--- config.mk ---
export PLATFORM = sky130hd
export DESIGN_NAME = regfile_scoreboard
export DESIGN_NICKNAME = d
export VERILOG_FILES = /design/src/rtl/regfile_scoreboard_pkg.sv /design/src/rtl/regfile_scoreboard_scb.sv /design/src/rtl/regfile_scoreboard.sv
export SDC_FILE = /design/constraint.sdc
export NUM_CORES = 1
export LEC_CHECK = 0
export CORE_AREA = 2 2 174 176
export DETAILED_ROUTE_END_ITERATION = 8
export DIE_AREA = 0 0 176 178
export GPL_TIMING_DRIVEN = 0
export HOLD_SLACK_MARGIN = 0.12
export MAX_ROUTING_LAYER = met4
export PLACE_DENSITY = 0.77
export SYNTH_ARGS = -nofsm -noshare
export SYNTH_HDL_FRONTEND = slang
export SYNTH_SLANG_ARGS = --single-unit
--- constraint.sdc ---
create_clock -name i_clk -period 4.4 [get_ports i_clk]
set_input_delay 0.88 -clock i_clk [delete_from_list [all_inputs] [get_ports i_clk]]
set_output_delay 0.88 -clock i_clk [all_outputs]
set_load 0.005 [all_outputs]
--- src/rtl/regfile_scoreboard_pkg.sv ---
// Shared core defaults for the register file / scoreboard slice.
// Also holds the read-source selector that the read muxes use.
package regfile_scoreboard_pkg;

  localparam int unsigned CORE_DATA_W   = 16;
  localparam int unsigned CORE_ADDR_W   = 4;
  localparam bit          CORE_ZERO_REG = 1'b1;
  localparam bit          CORE_BYPASS   = 1'b1;

  // Reset value of every architectural register; truncated to DATA_W at use.
  localparam logic [63:0] CORE_RST_DATA = 64'h0;

  typedef enum logic [1:0] {
    SrcZero   = 2'd0,
    SrcBypass = 2'd1,
    SrcArray  = 2'd2
  } rd_src_e;

  // Hardwired zero beats forwarding, forwarding beats the stored value.
  function automatic rd_src_e rd_src_sel(input logic zero_hit, input logic byp_hit);
    if (zero_hit) begin
      return SrcZero;
    end
    if (byp_hit) begin
      return SrcBypass;
    end
    return SrcArray;
  endfunction

endpackage

--- src/rtl/regfile_scoreboard_scb.sv ---
// Busy-bit scoreboard: reservation bits, their registered population count
// and the issue-stall decision.
module rf_scoreboard
  import regfile_scoreboard_pkg::*;
#(
  parameter int unsigned ADDR_W   = CORE_ADDR_W,
  parameter bit          ZERO_REG = CORE_ZERO_REG,
  parameter bit          BYPASS   = CORE_BYPASS
) (
  input  logic                   i_clk,
  input  logic                   i_rst_n,
  input  logic                   i_wr_en,
  input  logic [ADDR_W-1:0]      i_wr_addr,
  input  logic                   i_iss_en,
  input  logic [ADDR_W-1:0]      i_iss_addr,
  input  logic                   i_flush,
  input  logic [ADDR_W-1:0]      i_rd_addr1,
  input  logic [ADDR_W-1:0]      i_rd_addr2,
  output logic                   o_rd_busy1,
  output logic                   o_rd_busy2,
  output logic                   o_iss_stall,
  output logic [(2**ADDR_W)-1:0] o_busy_vec,
  output logic [ADDR_W:0]        o_busy_cnt
);

  localparam int unsigned NUM_REGS = 2 ** ADDR_W;

  logic [NUM_REGS-1:0] r_busy;
  logic [NUM_REGS-1:0] w_busy_d;
  logic [ADDR_W:0]     r_busy_cnt;
  logic [ADDR_W:0]     w_busy_cnt_d;

  logic w_wr_ok;
  logic w_iss_ok;
  logic w_iss_zero;
  logic w_wr_hits_iss;
  logic w_clr_rd1;
  logic w_clr_rd2;
  logic w_stall;

  // Ports are ignored while reset is held, including their combinational effects.
  assign w_wr_ok       = i_wr_en & i_rst_n;
  assign w_iss_ok      = i_iss_en & i_rst_n;
  assign w_iss_zero    = ZERO_REG && (i_iss_addr == '0);
  assign w_wr_hits_iss = w_wr_ok && (i_wr_addr == i_iss_addr);

  assign w_stall     = w_iss_ok & r_busy[i_iss_addr] & ~w_wr_hits_iss & ~w_iss_zero;
  assign o_iss_stall = w_stall;

  assign w_clr_rd1 = w_wr_ok && (i_wr_addr == i_rd_addr1);
  assign w_clr_rd2 = w_wr_ok && (i_wr_addr == i_rd_addr2);

  assign o_rd_busy1 = r_busy[i_rd_addr1] & ~(BYPASS & w_clr_rd1);
  assign o_rd_busy2 = r_busy[i_rd_addr2] & ~(BYPASS & w_clr_rd2);

  // Clear first so an accepted set on the same register wins.
  always_comb begin
    w_busy_d = r_busy;
    if (w_wr_ok) begin
      w_busy_d[i_wr_addr] = 1'b0;
    end
    if (w_iss_ok && !w_stall && !w_iss_zero) begin
      w_busy_d[i_iss_addr] = 1'b1;
    end
    if (ZERO_REG) begin
      w_busy_d[0] = 1'b0;
    end
    if (i_flush) begin
      w_busy_d = '0;
    end
  end

  // Count is computed from the next-state vector so it tracks busy_vec exactly.
  always_comb begin
    w_busy_cnt_d = '0;
    for (int i = 0; i < NUM_REGS; i++) begin
      w_busy_cnt_d = w_busy_cnt_d + {{ADDR_W{1'b0}}, w_busy_d[i]};
    end
  end

  always_ff @(posedge i_clk or negedge i_rst_n) begin
    if (!i_rst_n) begin
      r_busy     <= '0;
      r_busy_cnt <= '0;
    end else begin
      r_busy     <= w_busy_d;
      r_busy_cnt <= w_busy_cnt_d;
    end
  end

  assign o_busy_vec = r_busy;
  assign o_busy_cnt = r_busy_cnt;

endmodule

--- src/rtl/regfile_scoreboard.sv ---
// Register file with two combinational read ports, one write port and an
// attached busy-bit scoreboard for destination reservation.
module regfile_scoreboard
  import regfile_scoreboard_pkg::*;
#(
  parameter int unsigned DATA_W   = CORE_DATA_W,
  parameter int unsigned ADDR_W   = CORE_ADDR_W,
  parameter bit          ZERO_REG = CORE_ZERO_REG,
  parameter bit          BYPASS   = CORE_BYPASS
) (
  input  logic                   i_clk,
  input  logic                   i_rst_n,
  input  logic [ADDR_W-1:0]      i_rd_addr1,
  input  logic [ADDR_W-1:0]      i_rd_addr2,
  output logic [DATA_W-1:0]      o_rd_data1,
  output logic [DATA_W-1:0]      o_rd_data2,
  output logic                   o_rd_busy1,
  output logic                   o_rd_busy2,
  input  logic                   i_wr_en,
  input  logic [ADDR_W-1:0]      i_wr_addr,
  input  logic [DATA_W-1:0]      i_wr_data,
  input  logic                   i_iss_en,
  input  logic [ADDR_W-1:0]      i_iss_addr,
  output logic                   o_iss_stall,
  input  logic                   i_flush,
  output logic [(2**ADDR_W)-1:0] o_busy_vec,
  output logic [ADDR_W:0]        o_busy_cnt
);

  localparam int unsigned       NUM_REGS = 2 ** ADDR_W;
  localparam logic [DATA_W-1:0] RST_VAL  = DATA_W'(CORE_RST_DATA);

  logic [DATA_W-1:0] r_regs [NUM_REGS];

  logic    w_wr_ok;
  logic    w_wr_we;
  rd_src_e w_src1;
  rd_src_e w_src2;

  assign w_wr_ok = i_wr_en & i_rst_n;
  assign w_wr_we = w_wr_ok && !(ZERO_REG && (i_wr_addr == '0));

  always_ff @(posedge i_clk or negedge i_rst_n) begin
    if (!i_rst_n) begin
      for (int i = 0; i < NUM_REGS; i++) begin
        r_regs[i] <= RST_VAL;
      end
    end else if (w_wr_we) begin
      r_regs[i_wr_addr] <= i_wr_data;
    end
  end

  assign w_src1 = rd_src_sel(ZERO_REG && (i_rd_addr1 == '0),
                             BYPASS && w_wr_ok && (i_wr_addr == i_rd_addr1));
  assign w_src2 = rd_src_sel(ZERO_REG && (i_rd_addr2 == '0),
                             BYPASS && w_wr_ok && (i_wr_addr == i_rd_addr2));

  always_comb begin
    o_rd_data1 = r_regs[i_rd_addr1];
    unique case (w_src1)
      SrcZero:   o_rd_data1 = '0;
      SrcBypass: o_rd_data1 = i_wr_data;
      default:   o_rd_data1 = r_regs[i_rd_addr1];
    endcase
  end

  always_comb begin
    o_rd_data2 = r_regs[i_rd_addr2];
    unique case (w_src2)
      SrcZero:   o_rd_data2 = '0;
      SrcBypass: o_rd_data2 = i_wr_data;
      default:   o_rd_data2 = r_regs[i_rd_addr2];
    endcase
  end

  rf_scoreboard #(
    .ADDR_W   (ADDR_W),
    .ZERO_REG (ZERO_REG),
    .BYPASS   (BYPASS)
  ) u_scb (
    .i_clk      (i_clk),
    .i_rst_n    (i_rst_n),
    .i_wr_en    (i_wr_en),
    .i_wr_addr  (i_wr_addr),
    .i_iss_en   (i_iss_en),
    .i_iss_addr (i_iss_addr),
    .i_flush    (i_flush),
    .i_rd_addr1 (i_rd_addr1),
    .i_rd_addr2 (i_rd_addr2),
    .o_rd_busy1 (o_rd_busy1),
    .o_rd_busy2 (o_rd_busy2),
    .o_iss_stall(o_iss_stall),
    .o_busy_vec (o_busy_vec),
    .o_busy_cnt (o_busy_cnt)
  );

endmodule

After elaboration in Yosys (flattened, before gate mapping)
Index checks and enable logic that the tools add are counted.
- bits in registers: 277
- input bits: 37
- output and inout port bits: 56
- logic and storage cells: 121
- $add $sub $neg: 15
- order comparisons: 10
- equality and inequality tests: 5
- mux-type cells: 38
- bitwise operators: 17
- reductions and logical operators: 18
- operators with widths (cell ; count):
    256-bit bitwise mux ; 1
    16-bit binary-select mux with 4-bit select ; 2
    16-bit two-way mux ; 8
    5-bit by 1-bit adder with 5-bit output ; 14
    16-bit demux with 4-bit select ; 1
    16-bit one-hot mux with 2 select lines ; 2
    4-bit by 5-bit < comparator with 1-bit output, second input constant ; 4
    16-bit bitwise AND ; 1
    4-bit zero test ; 4
    2-bit two-way mux ; 8
    16-bit inverter ; 1
    16-bit bitwise OR ; 1
    5-bit greater-or-equal comparator, second input constant ; 3
    4-bit inverter with 5-bit output ; 3
    1-bit binary-select mux with 4-bit select ; 3
    4-bit == test ; 3
    1-bit two-way mux ; 11
    1-bit logical AND ; 9
    1-bit demux with 4-bit select ; 2
    4-bit by 1-bit greater-or-equal comparator with 1-bit output, second input constant ; 2
    1-bit bitwise AND ; 7
    5-bit by 1-bit < comparator with 1-bit output, second input constant ; 1
    2-bit by 1-bit == test with 1-bit output, second input constant ; 2
    2-bit zero test ; 2
    other kinds (3) ; 8

Logic depth before layout (Yosys ltp)
- word-level depth: 25
- gate-level depth with buffers: 17
- gate-level depth less buffers: 14

Hierarchy
A second synthesis with hierarchy kept.
- cells, all modules: 1088
- area, all modules: 15521.1 um2
- modules (own cells, without submodules) (module ; instances ; cells each ; area each (um2) ; seq. area each (um2)):
    regfile_scoreboard ; 1 ; 908 ; 13698.1 ; 6406.1
    rf_scoreboard ; 1 ; 180 ; 1823.0 ; 475.5

Worst setup path before layout
Ideal clock, no wire load.
- path kind: input -> register
- start point: input port i_iss_addr[1]
- end point: register u_scb.r_busy_cnt[2], in the netlist u_scb.o_busy_cnt[2]
- library setup time: 0.122 ns
- arrival: 5.272 ns
- required time: 4.278 ns
- setup slack: -0.994 ns
- stages on the path: 16
- path buffers: 2
- path through: clkbuf_1 > or2_2 > clkbuf_1 > o311a_2 > nand3b_1 > a21o_1 > o21ai_0 > fa_1 > inv_1 > fa_1 > fa_1 > fa_1 > inv_1 > fa_1 > fa_1 > xor2_1
- cells in the longest elaborated chain, start to end: 25
- elaborated cells between the ends (all ways): 37
- classes of those cells: add/sub: 15; order compare: 2; eq/ne: 1; mux: 6; bitwise: 6; reduce/logical: 7
- RTL lines (element ; RTL line ; RTL):
    start, declared ; regfile_scoreboard.sv:23 ; input logic [ADDR_W-1:0] i_iss_addr,
    1-bit binary-select mux with 4-bit select / 4-bit == test (equally long branches) ; regfile_scoreboard_scb.sv:47, regfile_scoreboard_scb.sv:45 ;
    1-bit two-way mux (not written as such) / 1-bit logical AND (equally long branches) ; regfile_scoreboard_scb.sv:47, regfile_scoreboard_scb.sv:45 ;
    1-bit bitwise AND / 1-bit inverter (equally long branches) ; regfile_scoreboard_scb.sv:47 ; assign w_stall = w_iss_ok & r_busy[i_iss_addr] & ~w_wr_hits_iss & ~w_iss_zero;
    1-bit bitwise AND (2 in series) ; regfile_scoreboard_scb.sv:47 ;
    1-bit zero test ; regfile_scoreboard_scb.sv:62 ; if (w_iss_ok && !w_stall && !w_iss_zero) begin
    1-bit logical AND (2 in series) ; regfile_scoreboard_scb.sv:62 ;
    16-bit two-way mux * ; regfile_scoreboard_scb.sv:62 ;
    16-bit two-way mux * ; regfile_scoreboard_scb.sv:68 ; if (i_flush) begin
    via u_scb.w_busy_d[1] ; regfile_scoreboard_scb.sv:29 ; logic [NUM_REGS-1:0] w_busy_d;
    1-bit by 1-bit adder with 2-bit output * ; regfile_scoreboard_scb.sv:77 ; w_busy_cnt_d = w_busy_cnt_d + {{ADDR_W{1'b0}}, w_busy_d[i]};
    5-bit by 1-bit adder with 5-bit output * (14 in series) ; regfile_scoreboard_scb.sv:77 ;
    via u_scb.w_busy_cnt_d[2] ; regfile_scoreboard_scb.sv:31 ; logic [ADDR_W:0] w_busy_cnt_d;
    end signal, assigned ; regfile_scoreboard_scb.sv:87 ; r_busy_cnt <= w_busy_cnt_d;
    end, declared ; regfile_scoreboard_scb.sv:30 ; logic [ADDR_W:0] r_busy_cnt;
The timed path passes the listed nets; every way through them passes the cells marked *. The select of a mux whose other input is x is not followed.
A chain may end at the register's enable or synchronous reset.

Worst setup path in the final report
- start point: input port i_rst_n
- end point: register u_scb.r_busy_cnt[2], in the netlist u_scb.o_busy_cnt[2]
- cells in the longest elaborated chain, start to end: 25
- elaborated cells between the ends (all ways): 29
- classes of those cells: add/sub: 15; mux: 3; bitwise: 7; reduce/logical: 4
- RTL lines (element ; RTL line ; RTL):
    start, declared ; regfile_scoreboard.sv:12 ; input logic i_rst_n,
    1-bit bitwise AND ; regfile_scoreboard_scb.sv:42 ; assign w_wr_ok = i_wr_en & i_rst_n;
    1-bit logical AND ; regfile_scoreboard_scb.sv:45 ; assign w_wr_hits_iss = w_wr_ok && (i_wr_addr == i_iss_addr);
    1-bit inverter ; regfile_scoreboard_scb.sv:47 ;
    1-bit bitwise AND (2 in series) ; regfile_scoreboard_scb.sv:47 ;
    1-bit zero test ; regfile_scoreboard_scb.sv:62 ;
    1-bit logical AND (2 in series) ; regfile_scoreboard_scb.sv:62 ;
    16-bit two-way mux * ; regfile_scoreboard_scb.sv:62 ;
    16-bit two-way mux * ; regfile_scoreboard_scb.sv:68 ;
    1-bit by 1-bit adder with 2-bit output ; regfile_scoreboard_scb.sv:77 ;
    5-bit by 1-bit adder with 5-bit output (13 in series) ; regfile_scoreboard_scb.sv:77 ;
    5-bit by 1-bit adder with 5-bit output * ; regfile_scoreboard_scb.sv:77 ;
    via u_scb.w_busy_cnt_d[2] ; regfile_scoreboard_scb.sv:31 ;
The timed path passes the listed nets; every way through them passes the cells marked *.

==> impl_metrics.tcl <==
set metrics [dict create \
    status "complete, but fails checks" \
    violated_checks "setup timing" \
    gp_congestion 0.942 \
    cp_launch_point "i_rst_n" \
    area_of_the_die_sq_mm 0.0313 \
    worstReg2RegStart "u_scb.o_busy_vec[7]" \
    initial_core_util_pct 54.3 \
    setup_violations 3 \
    wl_per_cell_um 31.0 \
    power.ir.vdd_worst_mv 0.351 \
    place_hpwl_mm 33.7 \
    fmaxAchievable_mhz 215 \
    share_clk_of_total_power_pct 33.3 \
    design.final.nets 1304 \
    globalRouteOverflowTotal 0 \
    layout_min_cycle_time_ns 4.65 \
    number_of_antenna_violations_at_the_first_check_in_global_routing 1 \
    power.share.combinational_pct 23.3 \
    maxCapViolations 0 \
    avgViaCountPerCell 6.94 \
    tritoncts "done" \
    core.rowCount 63 \
    dr.first_iter.drc_count 1523 \
    groute.usage.overall_pct 34.6 \
    async_reset_ff_share_pct 100 \
    layout_setup_ws_ns -0.250 \
    post-route-util_pct 64.5 \
    vias 11562 \
    synth-main-ff-cell "dfrtp_1" \
    synth_area_sq_mm 0.0160 \
    fin_tns_setup_ns -0.552 \
    hold_viol 0 \
    tritoncts.num_buffers 29 \
    r2r_setup_slack_ns -0.08 \
    power_mw 7.59 \
    rr_endpoint "u_scb.o_busy_cnt[2]" \
    final_antenna_net_count 0 \
    cts_htree_levels 1 \
    power.density_cell_area_mw_per_mm2 400 \
    yosysSeqAreaShare_pct 43.1 \
    floorplan.die.height_um 178 \
    power_frac_seq_pct 43.4 \
    cts.reportedPaths.clkPinSlew_ns 0.06 \
    grt_pass1_vias 11678 \
    synth_compound_area_share_pct 6.95 \
    final_area_sq_mm 0.0190 \
    synthesis.yosys.warnings 0 \
    postSynthCellCount 1107 \
    cts_buffer_depth 3 \
    crit_path_max_fanout 9 \
    synthXorXnorAreaFrac_pct 0.604 \
    power_switching_share_pct 27.6 \
    die_w_um 176 \
    core_area_sq_mm 0.0294 \
    hold_path_class "primary input to asynchronous set/reset pin" \
    synthToLayoutAreaGrowth_pct 18.9 \
    ys_types 58 \
    instance_area_at_placement_sq_mm 0.0174 \
    worstMarginPinSlew_ns 0.966 \
    clkSinkCount 275 \
    crit_path_launch_type "primary input" \
    post_synth_and_or_nand_nor_area_fraction_pct 4.00 \
    number_of_synthesized_flops_with_an_enable_pin 0 \
    grt_setup_unrepaired "yes" \
    wl_mm 51.7 \
    cell_internal_pwr_mw 5.50 \
    worst_skew_pair.late_latency_ns 0.55 \
    worst_setup_path_end_kind "flop" \
    synth.area.mux_share_pct 39.0 \
    clk_root_buffer_cell "clkbuf_16" \
    synth_area_per_cell_sq_um 14.4 \
    synth_top_family_by_area "multiplexers" \
    grt_pass1_wl_mm 76.1 \
    worst-endpoint-required_ns 4.83 \
    adder_cell_share_of_the_synthesized_area_pct 1.41 \
    cells_on_worst_reg2reg_path 11 \
    max-slew-margin-rel_pct 35.4 \
    hold_ws_ns 0.251 \
    timing_max_transition_violations_final 0 \
    finClkSkew_ns 0.00800 \
    cp_data_arrival_time_ns 5.08 \
    grt_start_max_net_pins 108 \
    critical_path_class "primary input to flop" \
    numPortBuffers 79 \
    synth_seq_cells 275 \
    drc_errors 0 \
    boundaryPins 93 \
    ratio_of_cells_with_drive_above_1_in_the_final_layout_pct 45.3 \
    netSwitchingPower_mw 2.09 \
    final.period_utilization_pct 106 \
    power.leakage_nw 8.23 \
    drt-pass1-iter-count 5 \
]
## power groups by stage
stage	Sequential (mW)	Clock (mW)	Combinational (mW)
global route	3.34	2.64	1.86
finish	3.29	2.53	1.77
global placement	3.28	0	1.63
CTS	3.28	2.52	1.73
detailed placement	3.31	0	1.68
floorplan	3.21	0	1.18
## Yosys cell counts (14+ instances only)
library cell,number,share of area (%)
dfrtp_1,275,43
a21oi_1,35,1.1
buf_4,17,0.80
buf_6,14,0.99
mux2i_1,48,3.0
mux2_2,213,15
clkbuf_1,60,1.4
a211oi_1,27,1.3
inv_1,17,0.40
a22o_1,32,1.8
mux4_2,129,18
mux2_4,26,2.4
nor2b_1,31,1.2
buf_2,26,0.82
nand2_1,15,0.35
## worst max-delay path by stage
| stage | endpoint | slack [ns] |
|---|---|---|
| after floorplan | u_scb.o_busy_cnt[2] | -0.53 |
| after global placement | u_scb.o_busy_cnt[2] | -12.35 |
| final | u_scb.o_busy_cnt[2] | -0.25 |
| after detailed placement | u_scb.o_busy_cnt[2] | -2.25 |
| after global routing | u_scb.o_busy_cnt[2] | -0.33 |
| after CTS | u_scb.o_busy_cnt[2] | -0.33 |
## sequential cells by signal, summed over array words and instances, names as in the netlist
name and count:
r_regs 256, u_scb.o_busy_vec 15, u_scb.o_busy_cnt 4
## through the flow
stage / std cells / setup WS (ns)
floorplan: 1108 / -0.526
global placement: 1577 / -12.35
detailed placement: 1579 / -2.25
CTS: 1650 / -0.325
global route: 1666 / -0.327
finish: 1667 / -0.250
## repair_timing
action	CTS	global route
endpoints found under the setup margin	36	22
endpoints found under the hold margin	0	0
pin swaps	15	18
gates cloned	6	0
setup buffers	18	19
resized for setup	58	38
hold buffers	0	0
## worst max-delay path, cell delays in order
cell      delay, ns
buf_16         0.11
buf_16         0.13
and2_4         0.16
buf_12         0.13
nand3b_4       0.07
buf_6          0.12
nor2_4         0.04
buf_12         0.14
o32a_1         0.36
fa_1           0.50
fa_1           0.55
fa_1           0.43
fa_1           0.51
inv_2          0.04
fa_2           0.36
fa_2           0.36
xor2_1         0.14
## cell type report
type / instances / area [sq um]
sequential: 275 / 6880
inverter: 17 / 63.8
multi-input combinational: 694 / 8470
antenna: 2 / 5.00
clock inverter: 10 / 131
buffer: 114 / 752
clock buffer: 41 / 841
tap: 390 / 488
fill: 2134 / 10400
timing repair buffer: 124 / 1350
## cell families after synthesis
group	Yosys count
xor gates and xnor gates	11
buffers and inverters	139
adders and majority gates	12
AOI/OAI and AO/OA	150
muxes	420
other	1
and+or+nand+nor	99
DFF	275
## per-layer routing
layer  up-vias  part of all wire [%]  global-route usage, %
met3       184                    11                   8.46
met2       843                    45                   51.1
met4         0                   5.2                   15.2
met1      5981                    38                   46.0
met5         -                     0                      -
li1       4554                     -                      -
## layout by cell type (no fill, tap or decap), types with 12 or more instances in the layout
cell	count
buf_2	20
mux2_2	213
clkbuf_1	48
clkbuf_2	12
buf_6	15
a22o_1	32
inv_1	16
buf_4	50
a211oi_1	26
mux2_4	26
a21oi_1	35
mux2i_1	48
mux4_2	129
dfrtp_1	275
clkbuf_16	29
nor2b_1	31
clkdlybuf4s50_1	72
nand2_1	14
No activity file was read; power rests on OpenSTA's default activity.
